File: config.mk
export PLATFORM = sky130hd
export DESIGN_NAME = uart_rx_os16
export DESIGN_NICKNAME = d
export VERILOG_FILES = /design/src/rtl/uart_pkg.sv /design/src/rtl/uart_baud_tick.sv /design/src/rtl/uart_rx_os16.sv
export SDC_FILE = /design/constraint.sdc
export NUM_CORES = 1
export LEC_CHECK = 0
export CAP_MARGIN = 20
export CORE_ASPECT_RATIO = 0.75
export CORE_MARGIN = 2
export CORE_UTILIZATION = 25
export CTS_CLUSTER_SIZE = 16
export DETAILED_ROUTE_END_ITERATION = 6
export GPL_TIMING_DRIVEN = 0
export PLACE_DENSITY = 0.49
export SYNTH_ARGS = -nofsm -noshare
export SYNTH_HDL_FRONTEND = slang
export SYNTH_HIERARCHICAL = 1
export SYNTH_SLANG_ARGS = --single-unit
export TNS_END_PERCENT = 1
File: constraint.sdc
create_clock -name clk -period 2.65 [get_ports clk]
set_clock_uncertainty 0.05 [all_clocks]
set_input_delay 0.265 -clock clk [delete_from_list [all_inputs] [get_ports clk]]
set_output_delay 0.265 -clock clk [all_outputs]
set_load 0.03 [all_outputs]
File: src/rtl/uart_pkg.sv
// Shared UART definitions: receiver state encoding, oversampling constants
// and the 3-sample majority vote.
package uart_pkg;

    typedef enum logic [2:0] {
        StIdle,
        StStart,
        StData,
        StParity,
        StStop,
        StBreak
    } rx_state_t;

    localparam int unsigned OS_RATE = 16;
    localparam logic [3:0]  OS_MID  = 4'd7;
    localparam logic [3:0]  OS_LAST = 4'd15;

    function automatic logic maj3(input logic [2:0] v);
        return (v[0] & v[1]) | (v[0] & v[2]) | (v[1] & v[2]);
    endfunction

endpackage

File: src/rtl/uart_baud_tick.sv
// Free-running oversampling tick: one-clk pulse every freq/(baud_rate*os_rate) clocks.
module uart_baud_tick #(
    parameter int unsigned freq      = 100_000_000,
    parameter int unsigned baud_rate = 9600,
    parameter int unsigned os_rate   = 16
) (
    input  logic clk,
    input  logic rst,
    output logic tick
);
    localparam int unsigned DIV = freq / (baud_rate * os_rate);
    localparam int unsigned CW  = (DIV > 1) ? $clog2(DIV) : 1;
    localparam logic [CW-1:0] CNT_MAX = CW'(DIV - 1);

    logic [CW-1:0] cnt_q, cnt_d;

    always_comb begin
        cnt_d = (cnt_q == CNT_MAX) ? '0 : cnt_q + 1'b1;
    end

    always_ff @(posedge clk or posedge rst) begin
        if (rst) begin
            cnt_q <= '0;
        end else begin
            cnt_q <= cnt_d;
        end
    end

    assign tick = (cnt_q == CNT_MAX);

endmodule

File: src/rtl/uart_rx_os16.sv
// UART receiver, 8N1 LSB first, 16x oversampling with a 3-sample majority vote.
// Define UART_RX_PARITY_EN for 8E1 frames and an extra parity_err strobe.
module uart_rx_os16
    import uart_pkg::*;
#(
    parameter int unsigned freq      = 100_000_000,
    parameter int unsigned baud_rate = 9600
) (
    input  logic       clk,
    input  logic       rst,
    input  logic       rx,
    output logic [7:0] rx_data,
    output logic       rx_valid,
    output logic       frame_err,
`ifdef UART_RX_PARITY_EN
    output logic       parity_err,
`endif
    output logic       busy
);
    localparam logic [3:0] OS_LATE = OS_MID + 4'd2;

    logic       tick;
    logic       rx_meta_q, rxs_q;
    rx_state_t  state_q, state_d;
    logic [3:0] os_cnt_q, os_cnt_d;
    logic [2:0] bit_cnt_q, bit_cnt_d;
    logic [7:0] shreg_q, shreg_d;
    logic [2:0] votes_q, votes_d;
    logic [7:0] rx_data_q, rx_data_d;
    logic       rx_valid_q, rx_valid_d;
    logic       frame_err_q, frame_err_d;
    logic       sample_win, stop_bit;
`ifdef UART_RX_PARITY_EN
    logic       par_q, par_d;
    logic       parity_err_q, parity_err_d;
`endif

    uart_baud_tick #(
        .freq      (freq),
        .baud_rate (baud_rate),
        .os_rate   (OS_RATE)
    ) u_baud_tick (
        .clk  (clk),
        .rst  (rst),
        .tick (tick)
    );

    assign sample_win = (os_cnt_q == OS_MID) || (os_cnt_q == OS_MID + 4'd1) ||
                        (os_cnt_q == OS_LATE);
    // Stop is decided on the third sample tick, so that sample comes straight from rxs.
    assign stop_bit = maj3({votes_q[1:0], rxs_q});

    always_comb begin
        state_d     = state_q;
        os_cnt_d    = os_cnt_q;
        bit_cnt_d   = bit_cnt_q;
        shreg_d     = shreg_q;
        votes_d     = votes_q;
        rx_data_d   = rx_data_q;
        rx_valid_d  = 1'b0;
        frame_err_d = 1'b0;
`ifdef UART_RX_PARITY_EN
        par_d        = par_q;
        parity_err_d = 1'b0;
`endif
        if (tick) begin
            if (sample_win) begin
                votes_d = {votes_q[1:0], rxs_q};
            end
            case (state_q)
                StIdle: begin
                    if (!rxs_q) begin
                        state_d  = StStart;
                        os_cnt_d = '0;
                    end
                end
                StStart: begin
                    os_cnt_d = os_cnt_q + 4'd1;
                    if (os_cnt_q == OS_MID && rxs_q) begin
                        state_d = StIdle;
                    end else if (os_cnt_q == OS_LAST) begin
                        state_d   = StData;
                        os_cnt_d  = '0;
                        bit_cnt_d = '0;
                    end
                end
                StData: begin
                    os_cnt_d = os_cnt_q + 4'd1;
                    if (os_cnt_q == OS_LAST) begin
                        shreg_d = {maj3(votes_q), shreg_q[7:1]};
                        if (bit_cnt_q == 3'd7) begin
`ifdef UART_RX_PARITY_EN
                            state_d = StParity;
`else
                            state_d = StStop;
`endif
                        end else begin
                            bit_cnt_d = bit_cnt_q + 3'd1;
                        end
                    end
                end
`ifdef UART_RX_PARITY_EN
                StParity: begin
                    os_cnt_d = os_cnt_q + 4'd1;
                    if (os_cnt_q == OS_LAST) begin
                        par_d   = maj3(votes_q);
                        state_d = StStop;
                    end
                end
`endif
                StStop: begin
                    os_cnt_d = os_cnt_q + 4'd1;
                    if (os_cnt_q == OS_LATE) begin
                        if (stop_bit) begin
                            rx_data_d  = shreg_q;
                            rx_valid_d = 1'b1;
`ifdef UART_RX_PARITY_EN
                            parity_err_d = ^{shreg_q, par_q};
`endif
                            state_d = StIdle;
                        end else begin
                            frame_err_d = 1'b1;
                            state_d     = StBreak;
                        end
                    end
                end
                StBreak: begin
                    if (rxs_q) begin
                        state_d = StIdle;
                    end
                end
                default: state_d = StIdle;
            endcase
        end
    end

    always_ff @(posedge clk or posedge rst) begin
        if (rst) begin
            rx_meta_q   <= 1'b1;
            rxs_q       <= 1'b1;
            state_q     <= StIdle;
            os_cnt_q    <= '0;
            bit_cnt_q   <= '0;
            shreg_q     <= '0;
            votes_q     <= '0;
            rx_data_q   <= '0;
            rx_valid_q  <= 1'b0;
            frame_err_q <= 1'b0;
`ifdef UART_RX_PARITY_EN
            par_q        <= 1'b0;
            parity_err_q <= 1'b0;
`endif
        end else begin
            rx_meta_q   <= rx;
            rxs_q       <= rx_meta_q;
            state_q     <= state_d;
            os_cnt_q    <= os_cnt_d;
            bit_cnt_q   <= bit_cnt_d;
            shreg_q     <= shreg_d;
            votes_q     <= votes_d;
            rx_data_q   <= rx_data_d;
            rx_valid_q  <= rx_valid_d;
            frame_err_q <= frame_err_d;
`ifdef UART_RX_PARITY_EN
            par_q        <= par_d;
            parity_err_q <= parity_err_d;
`endif
        end
    end

    assign rx_data   = rx_data_q;
    assign rx_valid  = rx_valid_q;
    assign frame_err = frame_err_q;
    assign busy      = (state_q != StIdle);
`ifdef UART_RX_PARITY_EN
    assign parity_err = parity_err_q;
`endif

endmodule

==> flow_metrics.py <==
metrics = {
    "sta": {
        "min_period_over_period_pct": 93.1,
        "relSlewSlack_pct": 44.4,
        "finalHoldViolCount": 0,
        "fin_ws_ps": 182,
        "fmax_mhz": 405,
        "holdWs_ps": 246,
        "tightest_slew_ps": 834,
        "fin_crit_ps": 2470,
        "rsz0062_at_grt": "no",
        "finalMaxSlewViolations": 0,
        "setup_viol": 0,
    },
    "pwr": {
        "design_power_total_mw": 1.39,
        "pwr-share-seq_pct": 47.7,
        "p_leak_nw": 1.26,
        "powerDensity_mw_per_mm2": 512,
        "p_sw_share_pct": 19.9,
        "pwr-share-clk_pct": 50.8,
        "power.switching_mw": 0.277,
        "vdd_drop_max_mv": 0.243,
        "internal-power_mw": 1.11,
        "combPwrFrac_pct": 1.5,
    },
    "clock_network": {
        "clk_pin_slew_ps": 60,
        "cts_tree": "built",
        "cts-root-buf": "clkbuf_16",
        "htree_levels": 2,
        "ctsHoldBuffers": 0,
        "cts_buffers": 5,
        "insertion_delay_ps": 290,
        "cts_max_path_buffers": 2,
        "cts_sinks": 43,
    },
    "logic_synthesis": {
        "synth_ff_type": "dfrtp_1",
        "synthXorXnorAreaFrac_pct": 2.74,
        "synthArstFlopShare_pct": 100,
        "yosys.area_share.adder_pct": 5.71,
        "synth_compound_area_share_pct": 7.78,
        "ys_types": 56,
        "syn_inst": 181,
        "synthSimpleGateAreaFrac_pct": 20.0,
        "ys_ff_latch": 43,
        "synth_top_family_by_area": "simple AND/OR/NAND/NOR gates",
        "synthesis.area_mm2": 0.00224,
        "synth-seq-area-share_pct": 48.2,
        "synth-edff-count": 0,
        "yosys-top-cells-area": "dfrtp_1, mux2_2, ha_1",
        "ys_warn_count": 6,
        "yosys.area.top_type": "dfrtp_1",
        "synth_mux_area_share_pct": 11.9,
        "postSynthAreaPerCell_um2": 12.4,
        "synth.net_count": 191,
        "synth_top_area_share_pct": 45.9,
    },
    "placement": {
        "placedCellCount": 303,
        "port_buffers": 13,
        "post-dp-hpwl_um": 2880,
        "pre_cts_ws_ps": -26.5,
        "globalplace.congestion": 0.705,
    },
    "routing": {
        "vias": 1370,
        "routed_via_density": 4.36,
        "drt_first_pass_iters": 5,
        "drc": 2,
        "drt-total-wl_um": 4220,
        "drt.antenna.violating_nets": 0,
        "drtIter0Drc": 41,
        "wl_per_cell_um": 13.4,
    },
    "grt": {
        "grt_max_degree": 21,
        "grt_pass1_wl_um": 7190,
        "grt_usage_pct": 9.59,
        "grt.overflow.total": 0,
        "antenna_found_initial": 0,
        "grt_pass1_vias": 1346,
    },
    "final_layout": {
        "n_antenna_cell": 0,
        "layout-drive-gt1-share_pct": 28.2,
        "n_fill_cell": 883,
        "area_growth_pct": 21.1,
        "nets": 215,
        "fin_util_pct": 31.6,
        "fin_cells": 314,
    },
    "die": {
        "fp-row-count": 29,
        "ios": 14,
        "start_util_pct": 26.1,
        "die_area_mm2": 0.00972,
        "die_x_um": 113,
        "die_h_um": 85.9,
        "core_area_mm2": 0.00856,
    },
    "setup_path": {
        "cp.required_ps": 2770,
        "crit_path_cell_trace": "inv_1 > ha_1 > or3b_2 > nor3_4 > nand2_2 > nor3_2 > mux2_1",
        "worst_ep_arrival_time_ps": 2590,
        "crit_path_start_kind": "flop",
        "critPathKind": "reg -> reg",
        "crit_path_end_kind": "flop",
        "slowest_delay_ps": 500,
        "cpMaxStageDelayCell": "or3b_2",
        "worstPathMaxFanout": 4,
    },
    "status": {
        "outcome": "finished with violations",
        "violations": "DRC",
    },
    "run": {
        "cap_violations": 0,
    },
    "hold_path": {
        "hp-class": "in -> async",
    },
}
through the flow:
stage	cell area, um^2	setup TNS (ps)
6_report	2710	0
5_1_grt	2710	0
4_1_cts	2710	0
3_5_place_dp	2520	-26.5
3_3_place_gp	2500	-79.5
2_1_floorplan	2240	0
cells by family (layout without fill, tap and decap cells):
kind of cell	count (synthesis)	count (layout)
muxes	24	24
xor gates and xnor gates	7	7
and+or+nand+nor	60	60
buffers and inverters	15	40
adders and majority gates	11	11
DFF	43	43
AOI/OAI and AO/OA	21	21
layout make-up:
type	instances	area, um^2	share of cell area (%)
Clock inverter	3	43.8	1.62
Tap cell	108	135	4.99
Inverter	10	37.5	1.39
Sequential cell	43	1080	39.8
Clock buffer	5	125	4.62
Buffer	5	45.0	1.66
Timing Repair Buffer	17	168	6.19
Multi-Input combinational cell	123	1070	39.7
metal layers:
layer / vias up / GRT usage (%) / wire length (um)
met5: - / 0 / 0
met4: 0 / 3.33 / 52
met3: 5 / 2.69 / 137
met2: 15 / 12.8 / 1650
met1: 647 / 14.6 / 2370
li1: 703 / - / -
final timing paths:
| path | cells past startpoint | startpoint | to | slack, ps |
|---|---|---|---|---|
| worst max-delay path | 7 | u_baud_tick/cnt_q[0] | bit_cnt_q[0] | 180 |
| worst min-delay path | 2 | rst | u_baud_tick/cnt_q[2] | 250 |
| worst max register to register | 7 | u_baud_tick/cnt_q[0] | bit_cnt_q[0] | 180 |
| worst min register to register | 0 | rx_meta_q | rxs_q | 310 |
| max in group asynchronous | 3 | rst | rx_data[7] | 1540 |
| min in group clk | 0 | rx_meta_q | rxs_q | 310 |
sequential cells by signal (all words and copies together), names as in the netlist:
register	count
rx_data	8
shreg_q	8
rx_valid	1
state_q	3
bit_cnt_q	3
os_cnt_q	4
u_baud_tick/cnt_q	10
rx_meta_q	1
votes_q	3
rxs_q	1
frame_err	1
repair_timing:
item	in CTS	in global routing
gates resized for setup	0	0
buffers inserted	3	0
setup endpoints to repair	1	0
synth_stat cells (2+ instances only):
cell type	count
nand2_1	6
o211ai_1	3
nand4_1	2
buf_6	2
nand4_2	2
maj3_1	4
and3_1	2
buf_4	3
nand3b_1	2
nor3b_1	2
mux2i_1	4
nand2_2	2
a21oi_1	3
inv_1	9
dfstp_2	2
o21ai_0	3
mux2_1	4
dfrtp_1	41
nand3_1	6
xnor2_1	6
nor3b_2	3
o2bb2ai_1	3
ha_1	7
nor2_1	12
nand2b_1	2
mux2_2	16
cells in the final DEF (no fill, tap or decap), types with 2 or more instances in the layout:
cell | netlist | layout
a21oi_1 | 3 | 3
and3_1 | 2 | 2
buf_4 | 3 | 6
buf_6 | 2 | 2
clkbuf_16 | 0 | 5
clkdlybuf4s50_1 | 0 | 13
dfrtp_1 | 41 | 41
dfstp_2 | 2 | 2
ha_1 | 7 | 7
inv_1 | 9 | 9
maj3_1 | 4 | 4
mux2_1 | 4 | 4
mux2_2 | 16 | 16
mux2i_1 | 4 | 4
nand2_1 | 6 | 6
nand2_2 | 2 | 2
nand2b_1 | 2 | 2
nand3_1 | 6 | 6
nand3b_1 | 2 | 2
nand4_1 | 2 | 2
nand4_2 | 2 | 2
nor2_1 | 12 | 12
nor3b_1 | 2 | 2
nor3b_2 | 3 | 3
o211ai_1 | 3 | 3
o21ai_0 | 3 | 3
o2bb2ai_1 | 3 | 3
xnor2_1 | 6 | 6
worst max-delay path: cells and delay by family, from the launching register on:
| family | cells | cell delay (ps) |
|---|---|---|
| fa+ha+maj | 1 | 140 |
| buf+inv | 1 | 70 |
| mux | 1 | 350 |
| simple gates | 4 | 1340 |
| flops | 1 | 400 |
power groups by stage:
| stage | registers, mW | logic (mW) | clock network, mW |
|---|---|---|---|
| 2_1_floorplan | 0.672 | 0.0116 | 0 |
| 3_3_place_gp | 0.673 | 0.0195 | 0 |
| 3_5_place_dp | 0.673 | 0.0226 | 0 |
| 4_1_cts | 0.661 | 0.0224 | 0.725 |
| 5_1_grt | 0.660 | 0.0246 | 0.766 |
| 6_report | 0.661 | 0.0207 | 0.705 |
Note: power is estimated with default switching activity, not from simulation.
